$ cat config.mk
export PLATFORM = sky130hd
export DESIGN_NAME = serial_addsub
export DESIGN_NICKNAME = d
export VERILOG_FILES = /design/src/rtl/serial_addsub.sv
export SDC_FILE = /design/constraint.sdc
export NUM_CORES = 1
export LEC_CHECK = 0
export ABC_CLOCK_PERIOD_IN_PS = 2900
export BUFFER_PORTS_ARGS = -buffer_cell sky130_fd_sc_hd__clkbuf_2
export CAP_MARGIN = 0
export CORE_UTILIZATION = 58
export DETAILED_ROUTE_END_ITERATION = 7
export GPL_ROUTABILITY_DRIVEN = 0
export HOLD_SLACK_MARGIN = 0.12
export PLACE_DENSITY = 0.86
export SYNTH_ARGS = -nofsm -noshare
export SYNTH_HDL_FRONTEND = slang
export SYNTH_SLANG_ARGS = --single-unit
$ cat constraint.sdc
create_clock -name clk_i -period 2.9 [get_ports clk_i]
set_input_delay 0.435 -clock clk_i [delete_from_list [all_inputs] [get_ports clk_i]]
set_output_delay 0.435 -clock clk_i [all_outputs]
set_load 0.01 [all_outputs]
$ cat src/rtl/serial_addsub.sv
// Digit-serial adder/subtractor. Operands are captured on a valid/ready handshake,
// processed DIGIT bits per cycle LSB-first, and the result is presented with a
// valid/ready handshake. Subtraction is A + ~B + 1 (carry seeded with 1).
module serial_addsub #(
   parameter int unsigned WIDTH = 8,
   parameter int unsigned DIGIT = 1
) (
   input  logic             clk_i,
   input  logic             resetn_i,
   input  logic             in_valid_i,
   output logic             in_ready_o,
   input  logic [WIDTH-1:0] a_i,
   input  logic [WIDTH-1:0] b_i,
   input  logic             sub_i,
   input  logic             abort_i,
   output logic             out_valid_o,
   input  logic             out_ready_i,
   output logic [WIDTH-1:0] sum_o,
   output logic             carry_o,
   output logic             ovf_o,
   output logic             busy_o,
   output logic             step_o
);

   // Guarded so a zero DIGIT reports the parameter error instead of dividing by zero.
   localparam int unsigned N  = (DIGIT == 0) ? 1 : WIDTH / DIGIT;
   localparam int unsigned CW = $clog2(N + 1);

   if (WIDTH < 2 || DIGIT < 1 || DIGIT > WIDTH || (WIDTH % DIGIT) != 0) begin : gen_param_err
      $error("serial_addsub: illegal WIDTH/DIGIT combination");
   end

   typedef enum logic [1:0] {
      StIdle  = 2'b00,
      StShift = 2'b01,
      StDone  = 2'b10
   } state_e;

   state_e           state_q, state_d;
   logic [CW-1:0]    cnt_q, cnt_d;
   logic [WIDTH-1:0] a_q, a_d;
   logic [WIDTH-1:0] b_q, b_d;
   logic [WIDTH-1:0] res_q, res_d;
   logic             carry_q, carry_d;
   // Output-side copies: the working registers are reused by the next operation,
   // but the presented result must hold until the next completion.
   logic [WIDTH-1:0] sum_q, sum_d;
   logic             cout_q, cout_d;
   logic             cmsb_q, cmsb_d;

   logic [DIGIT-1:0] a_dig, b_dig, s_dig;
   logic             c_dig;
   logic             cin_msb;
   logic             last_dig;
   logic [WIDTH-1:0] res_shift;

   // One digit of the ripple sum plus the carry into the digit's top bit.
   always_comb begin
      a_dig            = a_q[DIGIT-1:0];
      b_dig            = b_q[DIGIT-1:0];
      {c_dig, s_dig}   = {1'b0, a_dig} + {1'b0, b_dig} + {{DIGIT{1'b0}}, carry_q};
      // Carry into a bit is recoverable as a ^ b ^ sum of that bit.
      cin_msb          = a_dig[DIGIT-1] ^ b_dig[DIGIT-1] ^ s_dig[DIGIT-1];
      last_dig         = (cnt_q == CW'(N - 1));
      res_shift        = (res_q >> DIGIT) | (WIDTH'(s_dig) << (WIDTH - DIGIT));
   end

   // Next-state and datapath update; abort wins over every other transition.
   always_comb begin
      state_d = state_q;
      cnt_d   = cnt_q;
      a_d     = a_q;
      b_d     = b_q;
      res_d   = res_q;
      carry_d = carry_q;
      sum_d   = sum_q;
      cout_d  = cout_q;
      cmsb_d  = cmsb_q;
      case (state_q)
         StIdle: begin
            if (in_valid_i && !abort_i) begin
               a_d     = a_i;
               b_d     = sub_i ? ~b_i : b_i;
               carry_d = sub_i;
               cnt_d   = '0;
               state_d = StShift;
            end
         end
         StShift: begin
            if (abort_i) begin
               state_d = StIdle;
            end else begin
               a_d     = a_q >> DIGIT;
               b_d     = b_q >> DIGIT;
               res_d   = res_shift;
               carry_d = c_dig;
               cnt_d   = cnt_q + CW'(1);
               if (last_dig) begin
                  sum_d   = res_shift;
                  cout_d  = c_dig;
                  cmsb_d  = cin_msb;
                  state_d = StDone;
               end
            end
         end
         StDone: begin
            if (abort_i || out_ready_i) begin
               state_d = StIdle;
            end
         end
         default: state_d = StIdle;
      endcase
   end

   // State and datapath registers, cleared asynchronously.
   always_ff @(posedge clk_i or negedge resetn_i) begin
      if (!resetn_i) begin
         state_q <= StIdle;
         cnt_q   <= '0;
         a_q     <= '0;
         b_q     <= '0;
         res_q   <= '0;
         carry_q <= 1'b0;
         sum_q   <= '0;
         cout_q  <= 1'b0;
         cmsb_q  <= 1'b0;
      end else begin
         state_q <= state_d;
         cnt_q   <= cnt_d;
         a_q     <= a_d;
         b_q     <= b_d;
         res_q   <= res_d;
         carry_q <= carry_d;
         sum_q   <= sum_d;
         cout_q  <= cout_d;
         cmsb_q  <= cmsb_d;
      end
   end

   // Moore outputs decoded from state and registers.
   always_comb begin
      in_ready_o  = (state_q == StIdle);
      out_valid_o = (state_q == StDone);
      busy_o      = (state_q != StIdle);
      step_o      = (state_q == StShift);
      sum_o       = sum_q;
      carry_o     = cout_q;
      ovf_o       = cmsb_q ^ cout_q;
   end

endmodule

==> results_dict.tcl, run 1 <==
set metrics [dict create \
    status "complete, no violations" \
    synth-edff-count 0 \
    ys_types 33 \
    place_inst 238 \
    period_needed_ns 2.11 \
    grt_usage 0.221 \
    ys_seq_area_frac 0.531 \
    hold_violations 0 \
    cts-root-buf "clkbuf_4" \
    intPower_uw 902 \
    ys.flop_type "dfrtp_1" \
    worst_pin_slew_ns 0.973 \
    min_period_over_period 0.726 \
    layout_common_cells "40 x dfrtp_1, 35 x clkbuf_2, 24 x nand2_1" \
    h-tree-depth 2 \
    dieWidth_um 59 \
    clock_skew_ns 0.00741 \
    rows 20 \
    fmax_mhz 475 \
    pre_cts_ws_ns 0.885 \
    path_cells "or2b_1 > inv_4 > clkbuf_2" \
    endpoint_kind "primary output" \
    setup_tns_ns 0 \
    clockBufferDepth 2 \
    ir_worst_vdd_uv 338 \
    grt_max_degree 41 \
    switching_share 0.313 \
    syn_nets 191 \
    power_density_nw_per_um2 624 \
    nets 225 \
    postCtsSetupBuffers 0 \
    async_reset_ff_frac 1.00 \
    die_h_um 59 \
    worstSetupStartpointType "flip-flop" \
    portBuffers 35 \
    fillers 255 \
    syn_inst 167 \
    min_path_type "input port to asynchronous set/reset pin" \
    drc 0 \
    maxSlewViolCount 0 \
    crit_arrival_ns 1.67 \
    layout_commonest_cell "dfrtp_1" \
    fin_hold_ws_ns 0.225 \
    cts_sinks 40 \
    first_pass_iters 4 \
    switching_power_uw 411 \
    core-area_um2 3080 \
    synth_area_um2 1880 \
    cts_resized 0 \
    cp_max_fo 10 \
    syn_avg_cell_area_um2 11.3 \
    n_antenna_cell 0 \
    fin_ws_ns 0.793 \
    antenna_found_initial 0 \
    grt_pass1_vias 1273 \
    power.share.clock 0.185 \
    cp_data_required_time_ns 2.47 \
    cts_buffers 5 \
    drt-wirelength-per-cell_um 14.2 \
    seq_power_share 0.581 \
    cts_tree "done" \
    multiInputGateArea_um2 820 \
    cpPeakStageDelay_ns 0.47 \
    synth_seq_cells 40 \
    crit_type "flip-flop to primary output" \
    dpl.hpwl_um 2500 \
    drv_cap 0 \
    dieArea_um2 3480 \
    area_growth_pct 11.8 \
    final_antenna_net_count 0 \
    io_pins 36 \
    critPathSlowestCell "dfrtp_1" \
    seq_area_um2 1000 \
    vias 1355 \
    finalWirelength_um 3460 \
    pwr-share-comb 0.234 \
    first_iter_violations 24 \
    finalSetupViolations 0 \
    instances_no_fill 243 \
    clock_latency_ns 0.34 \
    timing.slew.headroom 0.349 \
    viasPerCell 5.58 \
    yosysWarnings 0 \
    grt_overflow_total 0 \
    start_util 0.612 \
    p_leak_uw 0.00111 \
    drive_gt1_frac 0.291 \
    ctsHoldBuffers 0 \
    path_clk_slew_ns 0.10 \
    rsz0062_at_grt "no" \
    grt_pass1_wl_um 5550 \
]
==> cell families after synthesis <==
family	count (synthesis)	share of synthesized area
buf+inv	11	0.0339
flops	40	0.531
simple gates	53	0.149
compound gates	24	0.0710
mux	26	0.146
fa+ha+maj	2	0.0173
xor+xnor	11	0.0511
==> state kept, by name (all words and copies together), names as in the netlist <==
register	count
a_q	8
b_q	8
carry_o	1
carry_q	1
cmsb_q	1
cnt_q	4
res_q	7
state_q	2
sum_o	8
==> synthesized netlist by cell type (2+ instances only) <==
library cell / count / share of area
dfrtp_1: 40 / 0.53
nand2_1: 24 / 0.048
nand3_1: 17 / 0.045
o21ai_0: 17 / 0.045
mux2i_1: 14 / 0.074
mux2_2: 12 / 0.072
xor2_1: 9 / 0.042
clkbuf_1: 4 / 0.0080
a21o_1: 2 / 0.0080
a22o_1: 2 / 0.0093
buf_6: 2 / 0.012
nor2_1: 2 / 0.0040
xnor2_1: 2 / 0.0093
==> worst max-delay path, delay by kind of cell, from the launching register on <==
kind / cells / cell delay (ns)
flip-flops: 1 / 0.47
AND/OR/NAND/NOR: 1 / 0.46
buffers and inverters: 2 / 0.40
==> cell type report <==
| cell class | count | area share |
|---|---|---|
| Sequential cell | 40 | 0.475 |
| Tap cell | 44 | 0.0261 |
| Timing Repair Buffer | 36 | 0.0867 |
| Inverter | 2 | 0.00475 |
| Multi-Input combinational cell | 116 | 0.389 |
| Clock buffer | 5 | 0.0178 |
==> through the flow <==
step	cell area, µm²	total power [µW]	utilization
floorplan	1880	982	-
global placement	2070	1050	0.672
detailed placement	2070	1090	0.672
CTS	2110	1320	0.684
global route	2110	1400	0.684
finish	2110	1310	0.684
==> power by group through the flow <==
stage | Sequential, µW | Clock, µW | Combinational, µW
after floorplan | 748 | 0 | 233
after global placement | 765 | 0 | 290
final | 763 | 243 | 307
after global routing | 780 | 273 | 348
after detailed placement | 775 | 0 | 311
after CTS | 764 | 249 | 311
==> metal layers <==
layer | share of wire | track usage | vias to the layer above
li1 | - | - | 646
met1 | 0.40 | 0.249 | 667
met2 | 0.55 | 0.398 | 38
met3 | 0.042 | 0.0546 | 4
met4 | 0.014 | 0.0918 | 0
met5 | 0 | 0 | -
==> path summary, 6_finish.rpt <==
kind	startpoint	endpoint	slack [ns]	cells past startpoint
worst max-delay path	state_q[1]	step_o	0.79	3
worst min-delay path	resetn_i	state_q[0]	0.23	1
worst max register to register	state_q[0]	carry_q	0.91	3
worst min register to register	res_q[1]	res_q[1]	0.48	2
max in group asynchronous	resetn_i	a_q[1]	2.08	1
min in group clk_i	a_i[7]	a_q[7]	0.32	2
Power figures use the tool's default switching activity.
==> run 2, diff against run 1 <==
Settings changed: ABC_AREA from default to 1, ABC_CLOCK_PERIOD_IN_PS 2900 to 1800, CORE_UTILIZATION 58 to 49, PLACE_DENSITY 0.86 to 0.77.
Clock period 2.9 ns to 1.8 ns, I/O delays scaled along.
==> results_dict.tcl, run 2 <==
set metrics [dict create \
    grt_overflow_total 0 \
    clockBufferDepth 2 \
    io_pins 36 \
    endpoint_kind "primary output" \
    cts-root-buf "clkbuf_8" \
    first_iter_violations 99 \
    fmax_mhz 669 \
    postCtsSetupBuffers 0 \
    layout_common_cells "96 x nand2_1, 40 x dfrtp_1, 35 x clkbuf_2" \
    finalWirelength_um 3870 \
    final_util 0.610 \
    area_growth_pct 15.9 \
    synth_area_um2 2000 \
    synth-edff-count 0 \
    antenna_found_initial 0 \
    grt_max_degree 41 \
    cp_data_required_time_ns 1.53 \
    crit_arrival_ns 1.23 \
    power.share.clock 0.289 \
    worst-path-buf-inv 3 \
    ys.flop_type "dfrtp_1" \
    path_delay_family "flip-flops" \
    min_period_over_period 0.831 \
    critPathSlowestCell "dfrtp_1" \
    layout_commonest_cell "nand2_1" \
    fillers 348 \
    portBuffers 35 \
    vias 1684 \
    min_path_type "input port to flip-flop" \
    async_reset_ff_frac 1.00 \
    final_antenna_net_count 0 \
    start_util 0.526 \
    power_density_nw_per_um2 1070 \
    cts_sinks 40 \
    seq_power_share 0.485 \
    maxSlewViolCount 0 \
    worst_pin_slew_ns 0.493 \
    yosysMostFrequentCell "nand2_1" \
    cp_max_fo 10 \
    dieWidth_um 65.9 \
    die_h_um 65.9 \
    status "complete, no violations" \
    timing.slew.headroom 0.671 \
    worstSetupStartpointType "flip-flop" \
    ir_worst_vdd_uv 656 \
    clock_latency_ns 0.29 \
    rows 22 \
    yosys-top-cells-count "96 x nand2_1, 40 x dfrtp_1, 27 x inv_1, 26 x nand3_1, 16 x o21ai_0" \
    drt-wirelength-per-cell_um 11.4 \
    yosysWarnings 0 \
    cts_tree "done" \
    n_antenna_cell 0 \
    grt_pass1_wl_um 6500 \
    cts_buffers 5 \
    syn_avg_cell_area_um2 7.90 \
    path_clk_slew_ns 0.08 \
    switching_share 0.308 \
    syn_inst 253 \
    grt_pass1_vias 1553 \
    finalSetupViolations 0 \
    viasPerCell 4.97 \
    grt_usage 0.200 \
    hold_violations 0 \
    intPower_uw 1720 \
    drive_gt1_frac 0.196 \
    ys_types 24 \
    h-tree-depth 2 \
    ys_seq_area_frac 0.501 \
    synth_largest_area_cell "dfrtp_1" \
    setup_tns_ns 0 \
    first_pass_iters 4 \
    rsz0062_at_grt "no" \
    synthTopCellsByArea "dfrtp_1 50%, nand2_1 18%, nand3_1 6.5%" \
    period_needed_ns 1.50 \
    synth_seq_cells 40 \
    dpl.hpwl_um 2650 \
    nets 314 \
    dieArea_um2 4340 \
    clock_skew_ns 0.00751 \
    cpPeakStageDelay_ns 0.44 \
    synth_top_cell_area_share 0.501 \
    cts_resized 0 \
    pwr-share-comb 0.226 \
    crit_type "flip-flop to primary output" \
    switching_power_uw 766 \
    core-area_um2 3800 \
    syn_nets 277 \
    path_cells "inv_2 > nor2_2 > buf_4 > clkbuf_2" \
    drc 0 \
    drv_cap 0 \
    p_leak_uw 0.00129 \
]
## run 2: cell types whose count changed after synthesis, moves of 6 or more
cell     previous run  this run
xor2_1              9         1
o21ai_1             1        12
mux2i_1            14         0
inv_1               1        27
nand2_1            24        96
buf_2               1         7
nand3_1            17        26
mux2_2             12         0
## run 2: cell type report
cell class / count / area, µm² / share of cell area
tap: 48 / 60.1 / 0.0259
multi-input combinational: 174 / 820 / 0.354
inverter: 28 / 105 / 0.0454
sequential: 40 / 1000 / 0.432
clock buffer: 6 / 72.6 / 0.0313
clock inverter: 2 / 35.0 / 0.0151
timing repair buffer: 41 / 223 / 0.0962
## run 2: logic make-up after synthesis
group / after synthesis / share of synthesized area
simple gates: 140 / 0.308
flops: 40 / 0.501
buf+inv: 39 / 0.0889
compound gates: 29 / 0.0726
xor+xnor: 3 / 0.0132
fa+ha+maj: 2 / 0.0163
## run 2: metal layers
| layer | track usage | share of wire |
|---|---|---|
| met1 | 0.256 | 0.48 |
| met2 | 0.323 | 0.47 |
| met3 | 0.0414 | 0.037 |
| met4 | 0.0951 | 0.0098 |
| met5 | 0 | 0 |
## run 2: per-stage QoR
stage	hold WS, ns	cells	setup slack (ns)	power (µW)	cell area [µm²]
2_1_floorplan	-0.0256	253	0.428	1620	2000
3_3_place_gp	0.356	330	0.401	1750	2200
3_5_place_dp	0.361	330	0.361	1780	2200
4_1_cts	0.219	339	0.306	2500	2320
5_1_grt	0.227	339	0.227	2650	2320
6_report	0.219	339	0.304	2490	2320
## run 2: path summary, 6_finish.rpt
kind,start,to,slack [ns],depth (start not counted)
min in group asynchronous,resetn_i,res_q[6],0.56,3
min,out_ready_i,state_q[1],0.22,4
min reg2reg,sum_o[0],sum_o[0],0.48,2
max,state_q[0],step_o,0.30,4
max reg2reg,a_q[0],cmsb_q,0.34,6
max in group asynchronous,resetn_i,a_q[1],0.89,3
## run 2: what timing repair did
item | CTS | global route
setup endpoints to repair | 0 | 0
hold endpoints to repair | 40 | 0
hold buffers | 1 | 0
## run 2: worst min-delay path: stages
cell,delay (ns)
clkbuf_2,0.08
nor2_1,0.03
nand2_1,0.05
nand2_1,0.05
## run 2: power by group through the flow
stage / clock network (µW) / registers [µW] / logic, µW
after global routing: 760 / 1230 / 657
after CTS: 727 / 1200 / 571
final: 718 / 1210 / 563
after detailed placement: 0 / 1210 / 561
after floorplan: 0 / 1190 / 427
after global placement: 0 / 1210 / 542
==> run 3, diff against run 2 <==
Settings changed: ABC_AREA 1 to 0, ABC_CLOCK_PERIOD_IN_PS 1800 to 1550, CORE_UTILIZATION 49 to 54, PLACE_DENSITY 0.77 to 0.81.
Clock period 1.8 ns to 1.55 ns, I/O delays scaled along.
==> results_dict.tcl, run 3 (same netlist as run 1, synthesis figures left out) <==
set metrics [dict create \
    dieWidth_um 61.1 \
    vias 1527 \
    dpl.hpwl_um 2890 \
    rsz0062_at_grt "yes" \
    grt_pass1_vias 1512 \
    drive_gt1_frac 0.498 \
    cts_sinks 40 \
    fin_ws_ns -0.146 \
    cts_tree "done" \
    antenna_found_initial 0 \
    setup_tns_ns -1.87 \
    cts_buffers 5 \
    finalSetupViolations 21 \
    crit_type "flip-flop to flip-flop" \
    clock_latency_ns 0.37 \
    drt-wirelength-per-cell_um 17.7 \
    clock_skew_ns 0.0121 \
    power_density_nw_per_um2 1160 \
    ir_worst_vdd_uv 1150 \
    rows 21 \
    worstSetupStartpointType "flip-flop" \
    path_clk_slew_ns 0.14 \
    layout_commonest_cell "dfrtp_1" \
    maxSlewViolCount 0 \
    nets 252 \
    worst_pin_slew_ns 0.525 \
    min_path_type "input port to flip-flop" \
    start_util 0.565 \
    portBuffers 35 \
    io_pins 36 \
    failed_checks "negative setup slack" \
    fin_hold_ws_ns 0.131 \
    drv_cap 0 \
    die_h_um 61.1 \
    timing.slew.headroom 0.650 \
    crit_arrival_ns 1.95 \
    finalWirelength_um 4860 \
    dieArea_um2 3730 \
    period_needed_ns 1.70 \
    hold_violations 0 \
    status "complete, but fails checks" \
    grt_max_degree 23 \
    p_leak_uw 0.00136 \
    min_period_over_period 1.09 \
    drc 0 \
    viasPerCell 5.55 \
    area_growth_pct 42.2 \
    layout_common_cells "40 x dfrtp_1, 33 x clkbuf_2, 24 x nand2_1" \
    clockBufferDepth 2 \
    final_antenna_net_count 0 \
    cts-root-buf "clkbuf_4" \
    grt_overflow_total 0 \
    cp_max_fo 11 \
    grt_pass1_wl_um 6930 \
    core-area_um2 3340 \
    first_iter_violations 50 \
    h-tree-depth 2 \
    n_antenna_cell 0 \
    fmax_mhz 590 \
    p_total_uw 3120 \
    grt_usage 0.264 \
    first_pass_iters 4 \
    endpoint_kind "flip-flop" \
    cp_data_required_time_ns 1.81 \
]
## run 3: cell count changes in the layout (fill, tap and decap cells not counted), sizes merged, moves of 3 or more
cell,delta
o21ai,-10
nor2,-7
clkbuf,-3
inv,-25
mux2i,+14
nand3,-10
xor2,+8
nand2,-76
mux2,+12
buf,+23
## run 3: layer usage
| layer | wire [µm] | vias to the layer above | track usage |
|---|---|---|---|
| met5 | 0 | - | 0 |
| met4 | 180 | 0 | 0.149 |
| met3 | 191 | 17 | 0.0504 |
| met2 | 2480 | 58 | 0.449 |
| met1 | 2010 | 748 | 0.315 |
| li1 | - | 704 | - |
## run 3: path summary, 6_finish.rpt
path | startpoint | to | slack (ns) | cells past startpoint
setup / recovery | state_q[1] | sum_o[7] | -0.15 | 5
hold / removal | a_i[6] | a_q[6] | 0.13 | 3
setup reg to reg | state_q[1] | sum_o[7] | -0.15 | 5
hold reg to reg | res_q[1] | res_q[1] | 0.52 | 2
max in group asynchronous | resetn_i | cnt_q[0] | 0.70 | 3
min in group asynchronous | resetn_i | sum_o[0] | 0.36 | 2
## run 3: area by class of cell
| type | count | area [µm²] |
|---|---|---|
| fillers | 199 | 658 |
| clock inverters | 3 | 46.3 |
| multi-input cells | 116 | 1010 |
| repair buffers | 63 | 509 |
| well taps | 46 | 57.6 |
| inverters | 2 | 15.0 |
| clock buffers | 5 | 37.5 |
| flip-flops and latches | 40 | 1000 |
## run 3: power by group
part / switching, µW / total (µW) / internal, µW / leakage (µW)
sequential: 183 / 1450 / 1270 / 0.000525
clock: 394 / 739 / 345 / 0.0000418
combinational: 458 / 929 / 471 / 0.000792
## run 3: worst max-delay path, cell delays in order (launching register included)
cell and delay (ns):
dfrtp_1 0.41, buf_4 0.14, or3b_4 0.40, nor3_4 0.16, buf_12 0.18, mux2_4 0.31
## run 3: what timing repair did
action / in CTS / in global routing
gates resized for setup: 27 / 54
pin swaps: 1 / 8
hold buffers: 2 / 0
endpoints found under the setup margin: 31 / 36
gates cloned: 2 / 0
setup buffers: 3 / 4
hold endpoints to repair: 19 / 0
## run 3: per-stage QoR
step | util | worst slack (ns) | instances | area (µm²)
final | 0.803 | -0.146 | 275 | 2680
after global routing | 0.803 | -0.172 | 275 | 2680
after CTS | 0.731 | -0.141 | 271 | 2440
after detailed placement | 0.667 | -0.0635 | 256 | 2220
after global placement | 0.667 | -0.0140 | 256 | 2220
after floorplan | - | -0.102 | 167 | 1900
